## src/rtl/cmd_dispatch_pkg.sv

```systemverilog
`default_nettype none
// ============================================================================
// Module      : cmd_dispatch_pkg
// Description : Command codes, response codes and state encoding shared by the
//               command dispatcher and the sub-state-machines it drives.
// Revision    : 1.0 - initial release
// ============================================================================
package cmd_dispatch_pkg;

   localparam logic [15:0] c_cmd_idle     = 16'h0000;
   localparam logic [15:0] c_cmd_test_com = 16'h0001;
   localparam logic [15:0] c_cmd_sub2     = 16'h0002;
   localparam logic [15:0] c_cmd_sub3     = 16'h0003;
   localparam logic [15:0] c_cmd_sub4     = 16'h0004;

   localparam logic [7:0] c_resp_ok       = 8'hA0;
   localparam logic [7:0] c_resp_bad_cmd  = 8'hE1;
   localparam logic [7:0] c_resp_done_tmo = 8'hE2;
   localparam logic [7:0] c_resp_rel_tmo  = 8'hE3;
   localparam logic [7:0] c_resp_stale    = 8'hE4;

   localparam logic [1:0] c_st_idle      = 2'd0;
   localparam logic [1:0] c_st_issue     = 2'd1;
   localparam logic [1:0] c_st_wait_done = 2'd2;
   localparam logic [1:0] c_st_release   = 2'd3;

   typedef enum logic [1:0] {
      S_IDLE      = c_st_idle,
      S_ISSUE     = c_st_issue,
      S_WAIT_DONE = c_st_wait_done,
      S_RELEASE   = c_st_release
   } state_t;

endpackage
`default_nettype wire

```

## src/rtl/cmd_dispatch.sv

```systemverilog
`default_nettype none
// ============================================================================
// Module      : cmd_dispatch
// Description : Initiator of the SysState/Enable/Done four-phase handshake;
//               validates host commands and reports a one-byte response code.
// Revision    : 1.0 - initial release
// ============================================================================
module cmd_dispatch
   import cmd_dispatch_pkg::*;
#(
   parameter int          NUM_SUB = 4,
   parameter int          TMO_W   = 16,
   parameter int unsigned TIMEOUT = 50000
) (
   input  logic               Clk,
   input  logic               Rst,
   input  logic [15:0]        CmdWord,
   input  logic               CmdValid,
   output logic               CmdReady,
   output logic [15:0]        SysState,
   output logic               Enable,
   input  logic [NUM_SUB-1:0] DoneVec,
   output logic               RespValid,
   output logic [7:0]         RespCode,
   output logic               Busy
);

   localparam int IDX_W = (NUM_SUB > 1) ? $clog2(NUM_SUB) : 1;
   localparam logic [15:0] c_max_cmd = 16'(NUM_SUB);
   // A zero timeout would never match; it behaves like a one-cycle timeout.
   localparam logic [TMO_W-1:0] c_tmo_last = (TIMEOUT <= 1) ? '0 : TMO_W'(TIMEOUT - 1);

   state_t            r_state, w_state_nxt;
   logic [15:0]       r_sys_state, w_sys_state_nxt;
   logic              r_enable, w_enable_nxt;
   logic              r_resp_valid, w_resp_valid_nxt;
   logic [7:0]        r_resp_code, w_resp_code_nxt;
   logic [TMO_W-1:0]  r_timer, w_timer_nxt, w_timer_inc;
   logic [IDX_W-1:0]  r_idx, w_idx_nxt;
   logic              w_done, w_tmo, w_cmd_ok;

   assign w_done      = DoneVec[r_idx];
   assign w_tmo       = (r_timer == c_tmo_last);
   assign w_timer_inc = (r_timer == '1) ? r_timer : r_timer + TMO_W'(1);
   assign w_cmd_ok    = (CmdWord != c_cmd_idle) && (CmdWord <= c_max_cmd);

   assign CmdReady  = (r_state == S_IDLE);
   assign Busy      = (r_state != S_IDLE);
   assign SysState  = r_sys_state;
   assign Enable    = r_enable;
   assign RespValid = r_resp_valid;
   assign RespCode  = r_resp_code;

   always_comb begin
      w_state_nxt      = r_state;
      w_sys_state_nxt  = r_sys_state;
      w_enable_nxt     = r_enable;
      w_resp_valid_nxt = 1'b0;
      w_resp_code_nxt  = r_resp_code;
      w_timer_nxt      = r_timer;
      w_idx_nxt        = r_idx;
      case (r_state)
         S_IDLE: begin
            w_timer_nxt = '0;
            if (CmdValid) begin
               if (w_cmd_ok) begin
                  w_sys_state_nxt = CmdWord;
                  w_idx_nxt       = IDX_W'(CmdWord - 16'd1);
                  w_state_nxt     = S_ISSUE;
               end else begin
                  w_resp_valid_nxt = 1'b1;
                  w_resp_code_nxt  = c_resp_bad_cmd;
               end
            end
         end
         S_ISSUE: begin
            w_timer_nxt = '0;
            // Done already high means the responder never released the last
            // handshake; skip Enable and only wait for it to drop.
            if (w_done) begin
               w_resp_code_nxt = c_resp_stale;
               w_state_nxt     = S_RELEASE;
            end else begin
               w_enable_nxt = 1'b1;
               w_state_nxt  = S_WAIT_DONE;
            end
         end
         S_WAIT_DONE: begin
            w_timer_nxt = w_timer_inc;
            if (w_done || w_tmo) begin
               w_enable_nxt    = 1'b0;
               w_resp_code_nxt = w_done ? c_resp_ok : c_resp_done_tmo;
               w_timer_nxt     = '0;
               w_state_nxt     = S_RELEASE;
            end
         end
         S_RELEASE: begin
            w_timer_nxt = w_timer_inc;
            if (!w_done || w_tmo) begin
               if (w_done) begin
                  w_resp_code_nxt = c_resp_rel_tmo;
               end
               w_sys_state_nxt  = c_cmd_idle;
               w_resp_valid_nxt = 1'b1;
               w_timer_nxt      = '0;
               w_state_nxt      = S_IDLE;
            end
         end
         default: begin
            w_state_nxt = S_IDLE;
         end
      endcase
   end

   always_ff @(posedge Clk) begin
      if (Rst) begin
         r_state      <= S_IDLE;
         r_sys_state  <= c_cmd_idle;
         r_enable     <= 1'b0;
         r_resp_valid <= 1'b0;
         r_resp_code  <= 8'h00;
         r_timer      <= '0;
         r_idx        <= '0;
      end else begin
         r_state      <= w_state_nxt;
         r_sys_state  <= w_sys_state_nxt;
         r_enable     <= w_enable_nxt;
         r_resp_valid <= w_resp_valid_nxt;
         r_resp_code  <= w_resp_code_nxt;
         r_timer      <= w_timer_nxt;
         r_idx        <= w_idx_nxt;
      end
   end

endmodule
`default_nettype wire
```

## config.mk

```make
export PLATFORM = sky130hd
export DESIGN_NAME = cmd_dispatch
export DESIGN_NICKNAME = d
export VERILOG_FILES = /design/src/rtl/cmd_dispatch_pkg.sv /design/src/rtl/cmd_dispatch.sv
export SDC_FILE = /design/constraint.sdc
export NUM_CORES = 1
export LEC_CHECK = 0
export CAP_MARGIN = 20
export CORE_ASPECT_RATIO = 0.7
export CORE_UTILIZATION = 30
export DETAILED_ROUTE_END_ITERATION = 7
export HOLD_SLACK_MARGIN = 0.03
export SETUP_SLACK_MARGIN = 0.2
export SLEW_MARGIN = 20
export SYNTH_ARGS = -nofsm -noshare
export SYNTH_HDL_FRONTEND = slang
export SYNTH_SLANG_ARGS = --single-unit
```

## constraint.sdc

```tcl
create_clock -name Clk -period 5.75 [get_ports Clk]
set_input_delay 0.575 -clock Clk [delete_from_list [all_inputs] [get_ports Clk]]
set_output_delay 0.575 -clock Clk [all_outputs]
set_load 0.02 [all_outputs]
```

==> flow_summary.json, run 1 <==
{
  "comb_power_share_pct": 28.1,
  "final_design_area_no_fill_um2": 2580,
  "clock-root-buffer": "sky130_fd_sc_hd__clkbuf_8",
  "grt_overflow_total": 0,
  "placed_cell_area_um2": 2480,
  "floorplan.io_pins": 51,
  "relSlewSlack_pct": 57.6,
  "synth_cells": 204,
  "first_global_vias": 1550,
  "area_growth_syn_to_layout_pct": 32.9,
  "clock_latency_ns": 0.29,
  "timing.setup.critical_path_class": "in2reg",
  "detail_route.first_pass.iterations": 6,
  "totalNegativeSetupSlack_ns": 0,
  "post_cts_buffers": 0,
  "relative_contribution_of_the_clock_network_to_total_power_pct": 27.0,
  "cp_num_buf_inv": 1,
  "wire_per_inst_um": 12.9,
  "routed_wirelength_um": 4260,
  "finalClockSkew_ns": 0.00948,
  "setup_viol_count_final": 0,
  "synth-seq-area-share_pct": 44.3,
  "die_area_um2": 6810,
  "drc": 0,
  "tritoncts": "done",
  "rsz0062_at_grt": "false",
  "cts_made_buffers": 5,
  "drive_gt1_share_pct": 6.72,
  "clock_tree.buffer_depth": 2,
  "routability_cong": 0.735,
  "grt_start_max_net_pins": 17,
  "grt_pass1_wl_um": 7380,
  "synthesized_area_per_cell_um2": 9.53,
  "cpMaxStageDelayCell": "sky130_fd_sc_hd__mux4_2",
  "drt_iter0_drc": 68,
  "ys_seq_elements": 43,
  "arrival_ns": 2.82,
  "core_um2": 6250,
  "post_cts.resized_instances": 0,
  "post_detail_place_hpwl_um": 3120,
  "ant_nets": 0,
  "grt_antenna_before_repair": 0,
  "clock_transition_at_path_regs_ns": 0.08,
  "synthDominantAreaCellType": "sky130_fd_sc_hd__dfxtp_1",
  "peakVddDrop_mv": 0.129,
  "achievable-frequency_mhz": 388,
  "power.sequential.fraction_pct": 44.8,
  "max_stage_delay_ns": 0.54,
  "synth_async_sr_flop_share_pct": 0,
  "port-buffer-count": 48,
  "synth_top_area_share_pct": 44.3,
  "chipWidth_um": 98.2,
  "cp_top_family": "compound AO/OA/AOI/OAI gates",
  "ctsHtreeMaxLevel": 2,
  "worst-slew-pin-transition_ns": 0.636,
  "ys_top_cells_by_area": "sky130_fd_sc_hd__dfxtp_1 (44%), sky130_fd_sc_hd__a22o_1 (7.2%), sky130_fd_sc_hd__nor2_1 (4.6%)",
  "critical_path.cell_chain": "clkdlybuf4s50_1 -> mux4_2 -> nand2b_1 -> a21oi_2 -> nand2_1 -> o21ba_2",
  "placed_cells": 323,
  "post-route-min-period_ns": 2.58,
  "post_cts_hold_buffer_count": 0,
  "floorplan.rows": 24,
  "crit_path_start_kind": "input pin",
  "min-delay-path-class": "reg2reg",
  "netlist-cell-type-count": 45,
  "period_utilisation_layout_pct": 44.8,
  "power_density_nw_per_um2": 297,
  "globalRouteTotalUtil_pct": 13.5,
  "via_per_instance_ratio": 4.90,
  "switching_share_pct": 29.2,
  "clock_sinks": 43,
  "synth_flop_cell": "sky130_fd_sc_hd__dfxtp_1",
  "synth-edff-count": 0,
  "yosys_warnings": 0,
  "slew_viol_final": 0,
  "netlist_area_um2": 1940,
  "status": "completed",
  "drv.max_cap_violation_count": 0,
  "p_sw_mw": 0.224,
  "initial_core_util_pct": 31.1,
  "p_int_mw": 0.543,
  "crit_required_ns": 5.99,
  "crit_path_end_kind": "flop",
  "dr_total_vias": 1621,
  "worst-path-max-fanout": 15,
  "final_nets": 281,
  "y_dimension_of_the_die_um": 69.4,
  "leak_pwr_nw": 0.932,
  "finalNonFillerCells": 331,
  "num_antenna_cells": 0,
  "hold_viol": 0
}
-- tightest hold or removal path, delay by kind of cell (launching register included) --
kind,cells,cell delay (ns)
AND/OR/NAND/NOR,1,0.05
multiplexers,1,0.05
flip-flops,1,0.31
-- logic make-up after synthesis --
logic type | Yosys count | share of synthesized area, %
AOI/OAI and AO/OA | 45 | 18.9
xor gates and xnor gates | 12 | 5.41
adders and majority gates | 6 | 3.86
buffers and inverters | 22 | 5.02
DFF | 43 | 44.3
muxes | 4 | 2.77
other | 1 | 0.193
and+or+nand+nor | 71 | 19.6
-- Yosys cell counts (all sizes together), types with 2 or more instances --
cell,number
dfxtp,43
ha,6
nor4,5
nand4,8
nor2,24
a211oi,4
nor3,5
xor2,10
inv,12
o211ai,4
nor3b,3
buf,6
o31a,2
o21ai,5
clkbuf,3
nand2b,3
nand3,3
xnor2,2
mux2i,2
a21oi,4
nand2,10
and3,5
a22o,16
-- final timing paths --
check | from | to | slack (ns) | cells after the start
max | DoneVec[3] | r_timer[13] | 3.17 | 6
min | RespCode[2] | RespCode[2] | 0.46 | 2
min reg2reg | RespCode[2] | RespCode[2] | 0.46 | 2
max reg2reg | r_idx[0] | r_timer[13] | 3.45 | 5
-- power by group through the flow --
stage | Clock [mW] | Sequential (mW) | Combinational (mW)
2_1_floorplan | 0 | 0.382 | 0.0879
3_3_place_gp | 0 | 0.351 | 0.218
3_5_place_dp | 0 | 0.350 | 0.217
4_1_cts | 0.216 | 0.344 | 0.218
5_1_grt | 0.234 | 0.349 | 0.230
6_report | 0.207 | 0.344 | 0.216
-- routing by layer --
metal	track usage (%)	vias to the layer above	routed length [um]
li1	-	834	-
met1	19.7	742	2220
met2	18.8	41	1750
met3	3.83	4	236
met4	4.98	0	48
met5	0	-	0
-- per-stage QoR --
step	hold WS, ns	total power [mW]	util (%)	setup slack, ns
after floorplan	0.449	0.470	-	3.57
after global placement	0.449	0.569	39.8	2.87
after detailed placement	0.454	0.567	39.8	2.85
after CTS	0.467	0.778	41.4	3.16
after global routing	0.488	0.813	41.4	3.05
final	0.462	0.767	41.4	3.17
-- state kept, by name, summed over array words and instances, names as in the netlist --
| register | count |
|---|---|
| Enable | 1 |
| RespValid | 1 |
| r_state | 2 |
| r_idx | 2 |
| r_timer | 16 |
| SysState | 16 |
| RespCode | 5 |
-- placed cells by master, fill, tap and decap left out, drive strengths merged, types with 2 or more instances in the layout --
master | synthesis | layout
nand3 | 3 | 3
mux2i | 2 | 2
nand4 | 8 | 8
dfxtp | 43 | 43
nor3b | 3 | 3
ha | 6 | 6
o31a | 2 | 2
xnor2 | 2 | 2
nor3 | 5 | 5
nor4 | 5 | 5
a211oi | 4 | 4
nand2b | 3 | 3
and3 | 5 | 5
conb | 1 | 2
clkbuf | 3 | 8
a21oi | 4 | 4
clkdlybuf4s50 | 0 | 48
o211ai | 4 | 4
a22o | 16 | 16
nor2 | 24 | 24
o21ai | 5 | 5
inv | 12 | 12
nand2 | 10 | 10
xor2 | 10 | 10
-- area by class of cell --
class | count | area, um2
clock buffers | 8 | 100
fillers | 638 | 3660
inverters | 13 | 48.8
multi-input cells | 140 | 990
flip-flops and latches | 43 | 861
well taps | 78 | 97.6
repair buffers | 49 | 488
Note: power is estimated with default switching activity, not from simulation.
==> run 2: changes to the inputs <==
==> constraint.sdc (replaced) <==
create_clock -name Clk -period 2.5 [get_ports Clk]
set_input_delay 0.25 -clock Clk [delete_from_list [all_inputs] [get_ports Clk]]
set_output_delay 0.25 -clock Clk [all_outputs]
set_load 0.02 [all_outputs]
==> run 2 against run 1 <==
The flow now finishes with violations (DRC). Critical path depth shrank 1. Sequential power up 130%. Cell count is 1.8% higher.
==> flow_summary.json, run 2 (same netlist as run 1, synthesis figures left out) <==
{
  "fill_cells": 611,
  "status": "finished, violations left",
  "p_sw_mw": 0.533,
  "crit_path_end_kind": "flop",
  "slew_viol_final": 0,
  "cts_made_buffers": 5,
  "drv.max_cap_violation_count": 0,
  "grt_overflow_total": 0,
  "globalRouteTotalUtil_pct": 14.3,
  "die_area_um2": 6810,
  "totalNegativeSetupSlack_ns": 0,
  "setup_slack_ns": 0.307,
  "core_um2": 6250,
  "clock_latency_ns": 0.29,
  "use_met1_pct": 21.6,
  "crit_end": "SysState[6]",
  "post_cts_hold_buffer_count": 0,
  "achievable-frequency_mhz": 456,
  "switching_share_pct": 27.6,
  "clock_tree.buffer_depth": 2,
  "crit_path_start_kind": "flop",
  "final_nets": 287,
  "drive_gt1_share_pct": 9.27,
  "via_per_instance_ratio": 4.91,
  "worst-slew-pin-transition_ns": 0.509,
  "floorplan.rows": 24,
  "peakVddDrop_mv": 0.305,
  "ff2ff_setup_slack_ns": 0.31,
  "grt_antenna_before_repair": 0,
  "chipWidth_um": 98.2,
  "dr_total_vias": 1653,
  "finalNonFillerCells": 337,
  "leak_pwr_nw": 0.983,
  "wire_per_inst_um": 13.3,
  "layout_common_cells": "sky130_fd_sc_hd__clkdlybuf4s50_1 (48), sky130_fd_sc_hd__dfxtp_1 (43), sky130_fd_sc_hd__nor2_1 (24), sky130_fd_sc_hd__a22o_1 (16), sky130_fd_sc_hd__inv_1 (12)",
  "use_met2_pct": 19.6,
  "global_route.usage.met3_pct": 3.53,
  "worstReg2RegEnd": "SysState[6]",
  "fin_total_pwr_mw": 1.93,
  "y_dimension_of_the_die_um": 69.4,
  "grt_pass1_wl_um": 7790,
  "worst_slack_at_placement_ns": 0.0560,
  "placed_cell_area_um2": 2540,
  "detail_route.first_pass.iterations": 8,
  "failed_checks": "DRC",
  "final_design_area_no_fill_um2": 2680,
  "cp-startpoint": "r_timer[11]",
  "rr_worst_depth": 5,
  "routed_wirelength_um": 4480,
  "min-delay-path-class": "reg2reg",
  "drt_iter0_drc": 63,
  "initial_core_util_pct": 31.1,
  "routability_cong": 0.775,
  "power_density_nw_per_um2": 723,
  "rsz0062_at_grt": "false",
  "ctsHtreeMaxLevel": 2,
  "clock_sinks": 43,
  "timing.setup.critical_path_class": "reg2reg",
  "r2r-start": "r_timer[11]",
  "finalClockSkew_ns": 0.0115,
  "post_detail_place_hpwl_um": 3290,
  "crit_required_ns": 2.68,
  "num_antenna_cells": 0,
  "ant_nets": 0,
  "power.sequential.fraction_pct": 40.9,
  "first_global_vias": 1595,
  "hold_viol": 0,
  "post-route-min-period_ns": 2.19,
  "mostFrequentLayoutCell": "sky130_fd_sc_hd__clkdlybuf4s50_1",
  "relative_contribution_of_the_clock_network_to_total_power_pct": 33.1,
  "area_growth_syn_to_layout_pct": 37.6,
  "relSlewSlack_pct": 65.9,
  "tritoncts": "done",
  "grt_start_max_net_pins": 17,
  "clock_transition_at_path_regs_ns": 0.09,
  "hold-worst-slack_ns": 0.468,
  "floorplan.io_pins": 51,
  "port-buffer-count": 48,
  "drc": 2,
  "most_used_routing_layer": "met1",
  "clock-root-buffer": "sky130_fd_sc_hd__clkbuf_8",
  "comb_power_share_pct": 26.0,
  "worst-path-max-fanout": 16,
  "p_int_mw": 1.40,
  "setup_viol_count_final": 0,
  "placed_cells": 329,
  "fin_util_pct": 42.8,
  "period_utilisation_layout_pct": 87.7,
  "arrival_ns": 2.38
}
-- run 2: changes by cell type in the layout (fill, tap and decap cells not counted) --
cell,previous run,this run
sky130_fd_sc_hd__buf_4,1,6
sky130_fd_sc_hd__bufinv_16,0,2
sky130_fd_sc_hd__clkbuf_8,7,5
sky130_fd_sc_hd__buf_12,0,1
sky130_fd_sc_hd__o31a_1,2,1
sky130_fd_sc_hd__o31a_2,0,1
-- run 2: power by group through the flow --
stage | Sequential, mW | Combinational, mW | Clock, mW
after floorplan | 0.879 | 0.202 | 0
after global placement | 0.809 | 0.500 | 0
after detailed placement | 0.806 | 0.501 | 0
after CTS | 0.793 | 0.504 | 0.659
after global routing | 0.801 | 0.538 | 0.693
final | 0.792 | 0.504 | 0.640
-- run 2: what timing repair did --
action,4_1_cts,5_1_grt
gates resized for setup,0,1
setup endpoints to repair,0,16
buffers inserted,0,0
-- run 2: worst min-delay path by stage --
stage,startpoint,endpoint,cells past startpoint,slack [ns]
detailed placement,SysState[12],SysState[12],1,0.45
floorplan,CmdWord[0],r_idx[0],1,0.35
finish,RespCode[2],RespCode[2],2,0.47
global route,SysState[2],SysState[2],1,0.49
CTS,RespCode[5],RespCode[5],2,0.47
global placement,RespCode[2],RespCode[2],2,0.45
-- run 2: cell type report --
type | count | area (um2) | area share, %
Clock buffer | 6 | 72.6 | 2.71
Multi-Input combinational cell | 140 | 991 | 37.0
Clock inverter | 2 | 60.1 | 2.24
Inverter | 13 | 48.8 | 1.82
Timing Repair Buffer | 55 | 546 | 20.4
Sequential cell | 43 | 861 | 32.2
Tap cell | 78 | 97.6 | 3.65
-- run 2: worst max-delay path, stage by stage (launching register included) --
cell and delay (ns):
sky130_fd_sc_hd__dfxtp_1 0.37, sky130_fd_sc_hd__or4_4 0.56, sky130_fd_sc_hd__nor4_4 0.38, sky130_fd_sc_hd__nor3b_1 0.11, sky130_fd_sc_hd__o31a_2 0.43, sky130_fd_sc_hd__a22o_1 0.22
-- run 2: metal layers --
layer | up-vias | routed length, um
met5 | - | 0
met4 | 0 | 22
met3 | 2 | 212
met2 | 36 | 1810
met1 | 772 | 2430
li1 | 843 | -
